`src/rtl/f1_pkg.sv`:
```
// Shared definitions for the f1 start-light sequencer: state encoding and LFSR constants.
package f1_pkg;

    typedef logic [1:0] state_t;

    localparam state_t IDLE = 2'd0;
    localparam state_t FILL = 2'd1;
    localparam state_t HOLD = 2'd2;

    localparam int unsigned LFSR_W = 7;

    // Feedback taps for x^7 + x^6 + 1 (bits 6 and 5 of the shift register)
    localparam logic [LFSR_W-1:0] LFSR_TAPS     = 7'h60;
    localparam logic [LFSR_W-1:0] LFSR_SEED_DEF = 7'h01;

    function automatic logic [LFSR_W-1:0] lfsr_next(input logic [LFSR_W-1:0] v);
        return {v[LFSR_W-2:0], ^(v & LFSR_TAPS)};
    endfunction

endpackage

```
`src/rtl/f1_lfsr.sv`:
```
// Free-running 7-bit Fibonacci LFSR (x^7 + x^6 + 1) used as the random hold-delay source.
module f1_lfsr
    import f1_pkg::*;
#(
    parameter logic [LFSR_W-1:0] SEED = LFSR_SEED_DEF
) (
    input  logic              clk,
    input  logic              rst,
    output logic [LFSR_W-1:0] q
);

    // An all-zero seed would lock the register up, so fall back to the default.
    localparam logic [LFSR_W-1:0] SEED_SAFE = (SEED == '0) ? LFSR_SEED_DEF : SEED;

    always_ff @(posedge clk or negedge rst) begin
        if (!rst) begin
            q <= SEED_SAFE;
        end else begin
            q <= lfsr_next(q);
        end
    end

endmodule

```
`src/rtl/f1_light_seq.sv`:
```
// Start-light sequencer: fills NUM_LIGHTS lights one per tick, holds, then pulses go.
// Define F1_SEQ_RAND_DELAY_EN to take the hold delay from an LFSR instead of HOLD_TICKS.
module f1_light_seq
    import f1_pkg::*;
#(
    parameter int unsigned       NUM_LIGHTS = 8,
    parameter int unsigned       DELAY_W    = 7,
    parameter int unsigned       HOLD_TICKS = 20,
    parameter logic [LFSR_W-1:0] LFSR_SEED  = LFSR_SEED_DEF
) (
    input  logic                  clk,
    input  logic                  rst,
    input  logic                  trigger,
    input  logic                  tick,
    input  logic                  abort,
    output logic [NUM_LIGHTS-1:0] data_out,
    output logic                  busy,
    output logic                  go
);

    if (NUM_LIGHTS < 2 || NUM_LIGHTS > 16) begin : g_bad_lights
        $error("f1_light_seq: NUM_LIGHTS must be in 2..16");
    end
    if (HOLD_TICKS < 1 || HOLD_TICKS > (1 << DELAY_W) - 1) begin : g_bad_hold
        $error("f1_light_seq: HOLD_TICKS must be in 1..2^DELAY_W-1");
    end
    if (LFSR_SEED == '0) begin : g_bad_seed
        $error("f1_light_seq: LFSR_SEED must be non-zero");
    end

    state_t                state_q, state_d;
    logic [NUM_LIGHTS-1:0] data_q, data_d;
    logic [DELAY_W-1:0]    cnt_q, cnt_d;
    logic                  busy_q, busy_d;
    logic                  go_q, go_d;
    logic [DELAY_W-1:0]    delay_load;

`ifdef F1_SEQ_RAND_DELAY_EN
    logic [LFSR_W-1:0]  lfsr_q;
    logic [DELAY_W-1:0] lfsr_fit;

    f1_lfsr #(
        .SEED (LFSR_SEED)
    ) u_lfsr (
        .clk (clk),
        .rst (rst),
        .q   (lfsr_q)
    );

    // Zero-extend or truncate to the counter width; a zero delay would never expire.
    always_comb begin
        lfsr_fit   = DELAY_W'(lfsr_q);
        delay_load = (lfsr_fit == '0) ? DELAY_W'(1) : lfsr_fit;
    end
`else
    always_comb begin
        delay_load = DELAY_W'(HOLD_TICKS);
    end
`endif

    always_comb begin
        state_d = state_q;
        data_d  = data_q;
        cnt_d   = cnt_q;
        go_d    = 1'b0;

        case (state_q)
            IDLE: begin
                data_d = '0;
                if (trigger) begin
                    state_d = FILL;
                end
            end
            FILL: begin
                if (abort) begin
                    state_d = IDLE;
                    data_d  = '0;
                end else if (tick) begin
                    // The full pattern is shown for one tick before the hold count starts.
                    if (&data_q) begin
                        cnt_d   = delay_load;
                        state_d = HOLD;
                    end else begin
                        data_d = {data_q[NUM_LIGHTS-2:0], 1'b1};
                    end
                end
            end
            HOLD: begin
                if (abort) begin
                    state_d = IDLE;
                    data_d  = '0;
                    cnt_d   = '0;
                end else if (tick) begin
                    if (cnt_q == DELAY_W'(1)) begin
                        state_d = IDLE;
                        data_d  = '0;
                        cnt_d   = '0;
                        go_d    = 1'b1;
                    end else begin
                        cnt_d = cnt_q - DELAY_W'(1);
                    end
                end
            end
            default: begin
                state_d = IDLE;
                data_d  = '0;
                cnt_d   = '0;
            end
        endcase

        busy_d = (state_d == FILL) || (state_d == HOLD);
    end

    always_ff @(posedge clk or negedge rst) begin
        if (!rst) begin
            state_q <= IDLE;
            data_q  <= '0;
            cnt_q   <= '0;
            busy_q  <= 1'b0;
            go_q    <= 1'b0;
        end else begin
            state_q <= state_d;
            data_q  <= data_d;
            cnt_q   <= cnt_d;
            busy_q  <= busy_d;
            go_q    <= go_d;
        end
    end

    assign data_out = data_q;
    assign busy     = busy_q;
    assign go       = go_q;

endmodule

```
`config.mk`:
```
export PLATFORM = sky130hd
export DESIGN_NAME = f1_light_seq
export DESIGN_NICKNAME = d
export VERILOG_FILES = /design/src/rtl/f1_pkg.sv /design/src/rtl/f1_lfsr.sv /design/src/rtl/f1_light_seq.sv
export SDC_FILE = /design/constraint.sdc
export NUM_CORES = 1
export LEC_CHECK = 0
export ABC_AREA = 1
export BUFFER_PORTS_ARGS = -buffer_cell sky130_fd_sc_hd__buf_2
export CAP_MARGIN = 20
export CORE_MARGIN = 10
export CORE_UTILIZATION = 51
export DETAILED_ROUTE_END_ITERATION = 7
export PLACE_DENSITY = 0.79
export SLEW_MARGIN = 20
export SYNTH_ARGS = -nofsm -noshare
export SYNTH_HDL_FRONTEND = slang
export SYNTH_HIERARCHICAL = 1
export SYNTH_SLANG_ARGS = --single-unit
```
`constraint.sdc`:
```
create_clock -name clk -period 1.45 [get_ports clk]
set_input_delay 0.2175 -clock clk [delete_from_list [all_inputs] [get_ports clk]]
set_output_delay 0.2175 -clock clk [all_outputs]
set_load 0.03 [all_outputs]
```
==> impl_metrics.py, run 1 <==
metrics = {
    "final_layout": {
        "layout.cells.most_common_list": "37 x nand2_1, 20 x buf_4, 18 x nand2_2, 18 x dfrtp_1, 16 x nand3_1",
        "diodes": 0,
        "fin_nets": 217,
        "drive_gt1_share_pct": 50.2,
        "mostFrequentLayoutCell": "nand2_1",
        "syn2layout_area_growth_pct": 41.1,
    },
    "clock_network": {
        "cts_made_buffers": 3,
        "clock_sinks": 19,
        "clockBufferDepth": 2,
        "root_buffer": "clkbuf_4",
        "h-tree-depth": 1,
        "path_clk_slew_ps": 120,
        "clk_latency_ps": 310,
        "cts_tree": "yes",
    },
    "setup_path": {
        "r2r.worst_path.cells": 10,
        "critPathLaunchType": "register",
        "required_ps": 1640,
        "crit_type": "register to register",
        "endpoint_kind": "register",
        "crit_fanout": 8,
        "arrival_ps": 1800,
        "r2r_slack_ps": -160,
    },
    "power": {
        "power_mw": 2.05,
        "p_leak_nw": 0.858,
        "ir_drop_mv": 1.21,
        "power_density_nw_per_um2": 1210,
    },
    "die": {
        "die_x_um": 68.6,
        "ioPinCount": 15,
        "dieArea_sq_um": 4700,
        "start_util_pct": 53.8,
        "rows": 17,
        "die_h_um": 68.6,
        "core-area_sq_um": 2230,
    },
    "detailed_routing": {
        "drtAntennaViolNets": 0,
        "vias": 1289,
        "firstDrtPassIters": 4,
        "wl_per_cell_um": 16.6,
        "route.detailed.drc": 0,
        "drt_iter0_markers": 99,
        "via_per_inst": 5.53,
        "wl_um": 3860,
    },
    "timing": {
        "max_freq_mhz": 622,
        "max_slew_margin_pct": 71.5,
        "post-route-min-period_ps": 1610,
        "worst_pin_slew_ps": 428,
        "fin_crit_sh_pct": 111,
        "fin_skew_ps": 4.11,
        "grt_setup_unrepaired": "yes",
        "setup_viol": 16,
        "final_max_slew_viol_count": 0,
        "fin_ws_ps": -157,
        "hold_violations": 0,
        "hold_ws_ps": 263,
    },
    "synth": {
        "ys_seq_area_share_pct": 39.5,
        "syn_area_per_cell_sq_um": 7.47,
        "yosys_warnings": 6,
        "ys_seq_elements": 19,
        "netlist_instances": 161,
        "yosys.area.top_type": "dfrtp_1",
        "synth.distinct_cells": 23,
        "synthDominantCellAreaShare_pct": 39.5,
        "synth_area_leaders": "dfrtp_1 40%, nand2_1 17%, nand3_1 7.5%",
        "syn-cell-area_sq_um": 1200,
        "mappedNetlistNets": 172,
    },
    "placed_design": {
        "portBuffers": 14,
        "place_ws_ps": -67.4,
        "detailedPlacementHpwl_um": 2150,
        "gp_congestion": 0.824,
    },
    "global_route": {
        "grt_pass1_vias": 1143,
        "grt_pass1_wl_um": 4920,
        "grtUsageTotal_pct": 13.3,
        "grt_max_degree": 20,
        "antenna_found_initial": 0,
        "overflow": 0,
    },
    "hold_path": {
        "hold_path.class": "input port to register",
        "min_path_cells": 2,
    },
    "job": {
        "drv_cap": 0,
    },
    "outcome": {
        "outcome": "finished, violations left",
        "violations": "negative setup slack",
    },
}
==> final cells by class <==
type / count / area, sq um
Sequential cell: 19 / 477
Multi-Input combinational cell: 116 / 743
Clock inverter: 1 / 5.00
Fill cell: 134 / 537
Tap cell: 28 / 35.0
Timing Repair Buffer: 43 / 320
Clock buffer: 3 / 22.5
Inverter: 23 / 93.8
==> report_power, final <==
| part | internal, mW | switching (mW) |
|---|---|---|
| clock | 0.103 | 0.178 |
| combinational | 0.484 | 0.637 |
| sequential | 0.585 | 0.0576 |
| total | 1.17 | 0.873 |
==> path summary, 6_finish.rpt <==
check | startpoint | end
worst min register to register | data_out[7] | data_out[7]
worst min-delay path | abort | go
min in group asynchronous | rst | cnt_q[2]
worst max-delay path | state_q[1] | data_out[6]
worst max register to register | state_q[1] | data_out[6]
max in group asynchronous | rst | cnt_q[0]
==> routing by layer <==
metal | up-vias | wire length [um] | global-route usage (%) | share of wire [%]
met1 | 616 | 1530 | 15.5 | 40
li1 | 593 | - | - | -
met5 | - | 0 | 0 | 0
met3 | 11 | 290 | 2.58 | 7.5
met4 | 0 | 90 | 6.53 | 2.3
met2 | 69 | 1950 | 22.9 | 50
==> sequential cells by signal, summed over array words and instances (netlist names) <==
name      flops
data_out      8
state_q       2
go            1
busy          1
cnt_q         7
==> through the flow <==
step | cells | setup TNS (ps) | utilization (%) | instance area [sq um]
finish | 233 | -1240 | 76.0 | 1700
global route | 233 | -2590 | 76.0 | 1700
CTS | 228 | 0 | 69.0 | 1540
detailed placement | 213 | -467 | 61.6 | 1380
global placement | 213 | 0 | 61.6 | 1380
floorplan | 161 | 0 | - | 1200
==> worst max-delay path, stage by stage (launching register included) <==
cell and delay [ps]:
dfrtp_1 460, inv_2 130, ha_4 160, inv_2 50, nor2_4 130, buf_4 140, nand2_2 60, nand2_4 110
inv_6 60, nand3_1 100, nand2_1 80
==> timing repair <==
item,in CTS,in global routing
endpoints found under the hold margin,19,0
endpoints found under the setup margin,16,18
setup buffers,10,5
hold buffers,1,0
pin swaps,13,24
resized for setup,17,40
cloned,0,0
==> cells by family (layout without fill, tap and decap cells) <==
group | after synthesis | after routing | synth area share (%)
AO/OA/AOI/OAI | 12 | 12 | 5.93
XOR/XNOR | 2 | 2 | 1.46
adder cells (fa/ha/maj) | 6 | 6 | 6.24
buffers and inverters | 26 | 70 | 9.89
flip-flops | 19 | 19 | 39.5
AND/OR/NAND/NOR | 96 | 96 | 36.9
==> synthesized netlist by cell type, drive strengths merged <==
cell type  count
nand2         57
inv           23
dfrtp         19
nand3         18
nor2          14
o21ai         10
ha             6
nand4          5
buf            3
a21oi          2
nor3           2
xnor2          1
xor2           1
Power figures use the tool's default switching activity.
==> run 2, diff against run 1 <==
- BUFFER_PORTS_ARGS: -buffer_cell sky130_fd_sc_hd__buf_2 -> -buffer_cell sky130_fd_sc_hd__buf_4
==> run 2 against run 1 <==
Compared with the run above:
- the run still ends with negative setup slack left
- count of clock-buffer cells in the layout stayed put
- hold slack worse by 89 ps
- total power is 9.0% lower
- critical path depth is 1 higher
- clock skew is 0.66 ps lower
- sequential cell count stayed put
- largest power group unchanged
- highest routed layer unchanged
- first-iteration DRC count is 23% lower
- critical endpoint is now busy
==> impl_metrics.py, run 2 (synthesized netlist as in run 1, its figures left out) <==
metrics = {
    "die": {
        "die_h_um": 68.6,
        "rows": 17,
        "die_x_um": 68.6,
        "core-area_sq_um": 2230,
        "dieArea_sq_um": 4700,
        "start_util_pct": 53.8,
        "ioPinCount": 15,
    },
    "timing": {
        "fin_skew_ps": 3.44,
        "setup_viol": 3,
        "final_max_slew_viol_count": 0,
        "fin_crit_sh_pct": 103,
        "hold_ws_ps": 174,
        "setup-tns-final_ps": -69.7,
        "grt_setup_unrepaired": "yes",
        "post-route-min-period_ps": 1500,
        "max_freq_mhz": 667,
        "max_slew_margin_pct": 81.0,
        "hold_violations": 0,
        "worst_pin_slew_ps": 285,
        "fin_ws_ps": -49.9,
    },
    "hold_path": {
        "hp-start": "abort",
        "min_to": "go",
        "min_path_cells": 2,
        "hold_path.class": "input port to register",
    },
    "clock_network": {
        "cts_tree": "yes",
        "clk_latency_ps": 300,
        "h-tree-depth": 1,
        "clockBufferDepth": 2,
        "path_clk_slew_ps": 110,
        "clock_sinks": 19,
        "root_buffer": "clkbuf_4",
        "cts_made_buffers": 3,
    },
    "global_route": {
        "grt_max_degree": 20,
        "grtUsageTotal_pct": 12.9,
        "use_met3_pct": 2.42,
        "top_usage_layer": "met2",
        "grt_pass1_wl_um": 4710,
        "grtUsageMet1_pct": 15.1,
        "overflow": 0,
        "grt_pass1_vias": 1091,
        "use_met2_pct": 22.7,
        "antenna_found_initial": 0,
    },
    "setup_path": {
        "r2r-end": "busy",
        "r2r_slack_ps": -50,
        "endpoint_kind": "register",
        "r2r-start": "state_q[0]",
        "critPathLaunchType": "register",
        "critical_path.most_common_cell": "nand2_1",
        "crit_fanout": 4,
        "critPathMaxStageDelay_ps": 420,
        "crit_type": "register to register",
        "arrival_ps": 1710,
        "r2r.worst_path.cells": 11,
        "required_ps": 1660,
        "crit_path_top_delay_cell": "dfrtp_1",
        "crit_buf_inv": 2,
        "crit_family": "simple AND/OR/NAND/NOR gates",
        "cp_cell_sequence": "inv_2 -> ha_4 -> inv_4 -> nor2_4 -> nand2_2 -> nand2_1 -> a21oi_2 -> nand2_1 -> nand2_2 -> nand2_1 -> nand2_1",
    },
    "final_layout": {
        "fin_cells": 231,
        "syn2layout_area_growth_pct": 40.3,
        "nFillCells": 151,
        "mostFrequentLayoutCell": "nand2_1",
        "diodes": 0,
        "layout.cells.most_common_list": "42 x nand2_1, 39 x buf_4, 18 x dfrtp_1",
        "multi_input_area_sq_um": 737,
        "fin_nets": 215,
        "design_area_sq_um": 1690,
        "seq_area_sq_um": 477,
        "drive_gt1_share_pct": 45.3,
        "largest_reg_flops": 8,
    },
    "detailed_routing": {
        "vias": 1259,
        "drtAntennaViolNets": 0,
        "wl_per_cell_um": 14.6,
        "firstDrtPassIters": 5,
        "route.detailed.drc": 0,
        "wl_um": 3380,
        "drt_iter0_markers": 76,
        "via_per_inst": 5.45,
    },
    "power": {
        "ir_drop_mv": 1.04,
        "p_leak_nw": 0.845,
        "power_density_nw_per_um2": 1100,
        "power_mw": 1.86,
    },
    "placed_design": {
        "gp_congestion": 0.934,
        "detailedPlacementHpwl_um": 2100,
        "placed_cell_area_sq_um": 1400,
        "dp_cells": 211,
        "portBuffers": 14,
    },
    "outcome": {
        "violations": "negative setup slack",
        "outcome": "finished, violations left",
    },
    "job": {
        "drv_cap": 0,
    },
}
## run 2: changes by cell type in the layout (fill, tap and decap cells not counted), sizes merged
cell / previous run / this run
buf: 42 / 40
## run 2: routing by layer
metal  share of wire, %  routed length [um]
met4                2.5                  83
met3                5.6                 189
met2                 52                1750
met5                  0                   0
met1                 40                1350
## run 2: layout make-up
type,instances,share of cell area (%)
clock buffer,3,1.34
clock inverter,1,0.297
inverter,23,5.71
multi-input combinational,116,43.7
sequential,19,28.3
tap,28,2.08
timing repair buffer,41,18.6
## run 2: stage by stage
stage	setup WS [ps]	util [%]
after floorplan	49.6	-
after global placement	9.78	62.5
after detailed placement	-70.1	62.5
after CTS	-7.18	69.4
after global routing	-139	75.5
final	-49.9	75.5
## run 2: worst max-delay path by stage
| stage | start | depth (start not counted) | to | slack (ps) |
|---|---|---|---|---|
| after floorplan | state_q[0] | 9 | data_out[0] | 50 |
| after global placement | cnt_q[1] | 10 | data_out[4] | 10 |
| after detailed placement | cnt_q[1] | 10 | data_out[5] | -70 |
| after CTS | cnt_q[0] | 9 | data_out[1] | -7 |
| after global routing | state_q[0] | 11 | busy | -140 |
| final | state_q[0] | 11 | busy | -50 |
## run 2: timing repair
| action | in CTS | in global routing |
|---|---|---|
| endpoints found under the hold margin | 19 | 0 |
| pin swaps | 7 | 20 |
| hold buffers | 1 | 0 |
| gates resized for setup | 16 | 29 |
| setup endpoints to repair | 16 | 18 |
| setup buffers | 8 | 7 |
## run 2: report_power, final
group          switching [mW]  internal [mW]  total (mW)  leakage, nW
Sequential             0.0521          0.585       0.637        0.258
Combinational           0.589          0.362       0.950        0.569
Clock                   0.171          0.103       0.274       0.0177
Total                   0.812           1.05        1.86        0.845
==> run 3, diff against run 2 <==
- CORE_UTILIZATION: 51 -> 53
- CTS_BUF_LIST: not set -> sky130_fd_sc_hd__clkbuf_2
- PLACE_DENSITY: 0.79 -> 0.82
==> run 3 against run 2 <==
Compared with the run above:
- the run still ends with negative setup slack left
- via count fell by 6.2%
- largest cell class unchanged
- hold slack got worse by 24 ps
- total power fell by 2.9%
- clock power fell by 14%
- register-to-register slack barely moved
- global-route usage rose by 1.3 points
- critical path depth fell by 1
- sequential power fell by 0.6%
- non-clock buffer count fell by 2
- critical path type unchanged
- core utilization rose by 0.15 points
==> impl_metrics.py, run 3 (synthesized netlist as in run 1, its figures left out) <==
metrics = {
    "power": {
        "power_density_nw_per_um2": 1090,
        "p_leak_nw": 0.837,
        "ir_drop_mv": 1.09,
    },
    "final_layout": {
        "layout.cells.most_common_list": "43 x nand2_1, 34 x buf_4, 18 x dfrtp_1",
        "nFillCells": 143,
        "largest_reg_flops": 8,
        "design_area_sq_um": 1660,
        "syn2layout_area_growth_pct": 37.9,
        "drive_gt1_share_pct": 42.3,
        "mostFrequentLayoutCell": "nand2_1",
        "fin_nets": 213,
        "diodes": 0,
    },
    "timing": {
        "hold_violations": 0,
        "max_slew_margin_pct": 78.3,
        "grt_setup_unrepaired": "yes",
        "setup_viol": 9,
        "final_max_slew_viol_count": 0,
        "fin_ws_ps": -64.3,
        "max_freq_mhz": 660,
        "worst_pin_slew_ps": 322,
        "post-route-min-period_ps": 1510,
        "fin_skew_ps": 4.69,
        "fin_crit_sh_pct": 104,
        "hold_ws_ps": 150,
    },
    "clock_network": {
        "path_clk_slew_ps": 190,
        "cts_tree": "yes",
        "root_buffer": "clkbuf_2",
        "clock_sinks": 19,
        "h-tree-depth": 1,
        "cts_made_buffers": 3,
        "clockBufferDepth": 2,
        "clk_latency_ps": 320,
    },
    "die": {
        "core-area_sq_um": 2190,
        "die_x_um": 67.6,
        "dieArea_sq_um": 4570,
        "die_h_um": 67.6,
        "start_util_pct": 54.9,
        "rows": 17,
        "ioPinCount": 15,
    },
    "setup_path": {
        "crit_buf_inv": 4,
        "critPathLaunchType": "register",
        "critPathMaxStageDelay_ps": 430,
        "endpoint_kind": "register",
        "crit_type": "register to register",
        "r2r.worst_path.cells": 10,
        "required_ps": 1680,
        "r2r-end": "data_out[5]",
        "crit_fanout": 8,
        "crit_family": "simple AND/OR/NAND/NOR gates",
        "r2r-start": "state_q[0]",
        "cp_cell_sequence": "inv_2 -> ha_2 -> inv_2 -> nor2_4 -> buf_4 -> nand2_2 -> nand2_4 -> inv_6 -> nand3_1 -> nand2_1",
        "path_depth": 10,
        "r2r_slack_ps": -60,
        "crit_path_top_delay_cell": "dfrtp_1",
        "critical_path.most_common_cell": "inv_2",
        "arrival_ps": 1750,
    },
    "hold_path": {
        "hp-start": "abort",
        "min_to": "go",
        "min_path_cells": 2,
        "hold_path.class": "input port to register",
    },
    "job": {
        "drv_cap": 0,
    },
    "detailed_routing": {
        "route.detailed.drc": 0,
        "drt_iter0_markers": 49,
        "wl_per_cell_um": 13.8,
        "vias": 1181,
        "firstDrtPassIters": 4,
        "wl_um": 3170,
        "drtAntennaViolNets": 0,
        "via_per_inst": 5.16,
    },
    "global_route": {
        "overflow": 0,
        "antenna_found_initial": 0,
        "grt_pass1_wl_um": 5040,
        "grt_max_degree": 20,
        "grt_pass1_vias": 1147,
        "grtUsageTotal_pct": 14.1,
    },
    "placed_design": {
        "placed_cell_area_sq_um": 1390,
        "portBuffers": 14,
        "detailedPlacementHpwl_um": 2170,
        "place_ws_ps": -68.7,
        "gp_congestion": 0.878,
    },
    "outcome": {
        "violations": "negative setup slack",
        "outcome": "finished, violations left",
    },
}
## run 3: cell types whose count changed in the layout (fill, tap and decap cells not counted), moves of 2 or more
| cell | delta |
|---|---|
| clkbuf_2 | +3 |
| buf_4 | -5 |
| inv_1 | +2 |
| clkbuf_4 | -3 |
| inv_4 | -2 |
| buf_6 | +2 |
## run 3: timing repair
| item | in CTS | in global routing |
|---|---|---|
| hold endpoints to repair | 19 | 0 |
| gates resized for setup | 18 | 21 |
| pin swaps | 7 | 14 |
| setup endpoints to repair | 17 | 18 |
| buffers inserted | 8 | 8 |
| hold buffers | 1 | 0 |
## run 3: area by class of cell
| class | instances | area, sq um | area share, % |
|---|---|---|---|
| clock buffer | 3 | 15.0 | 0.906 |
| clock inverter | 1 | 5.00 | 0.302 |
| inverter | 23 | 91.3 | 5.51 |
| multi-input combinational | 116 | 716 | 43.2 |
| sequential | 19 | 477 | 28.8 |
| tap | 28 | 35.0 | 2.11 |
| timing repair buffer | 39 | 319 | 19.2 |
## run 3: how the worst max path moves through the flow
stage,startpoint,endpoint,slack [ps]
global route,cnt_q[1],data_out[1],-130
detailed placement,state_q[0],busy,-70
CTS,cnt_q[1],data_out[1],-50
global placement,cnt_q[1],data_out[1],1
floorplan,state_q[0],data_out[0],50
finish,state_q[0],data_out[5],-60
## run 3: layer usage
metal  track usage, %  vias to the layer above  routed length [um]
met5                0                        -                   0
met4             5.64                        0                  92
met3             3.47                       15                 150
met2             26.1                       34                1610
met1             15.0                      544                1320
li1                 -                      588                   -
## run 3: report_power, final
| group | internal (mW) | switching [mW] | leakage [nW] |
|---|---|---|---|
| Clock | 0.0625 | 0.175 | 0.0164 |
| Sequential | 0.585 | 0.0480 | 0.258 |
| Combinational | 0.381 | 0.556 | 0.562 |
## run 3: through the flow
| step | setup TNS [ps] | util, % | instances | power [mW] |
|---|---|---|---|---|
| 3_3_place_gp | 0 | 63.2 | 208 | 1.38 |
| 3_5_place_dp | -678 | 63.2 | 208 | 1.42 |
| 2_1_floorplan | 0 | - | 161 | 1.17 |
| 4_1_cts | -219 | 69.7 | 221 | 1.72 |
| 6_report | -438 | 75.7 | 229 | 1.81 |
| 5_1_grt | -1550 | 75.7 | 229 | 1.93 |
## run 3: worst register-to-register path: cells and delay by family, from the launching register on
family	cells	cell delay, ps
flops	1	430
fa+ha+maj	1	180
buf+inv	4	320
simple gates	5	490
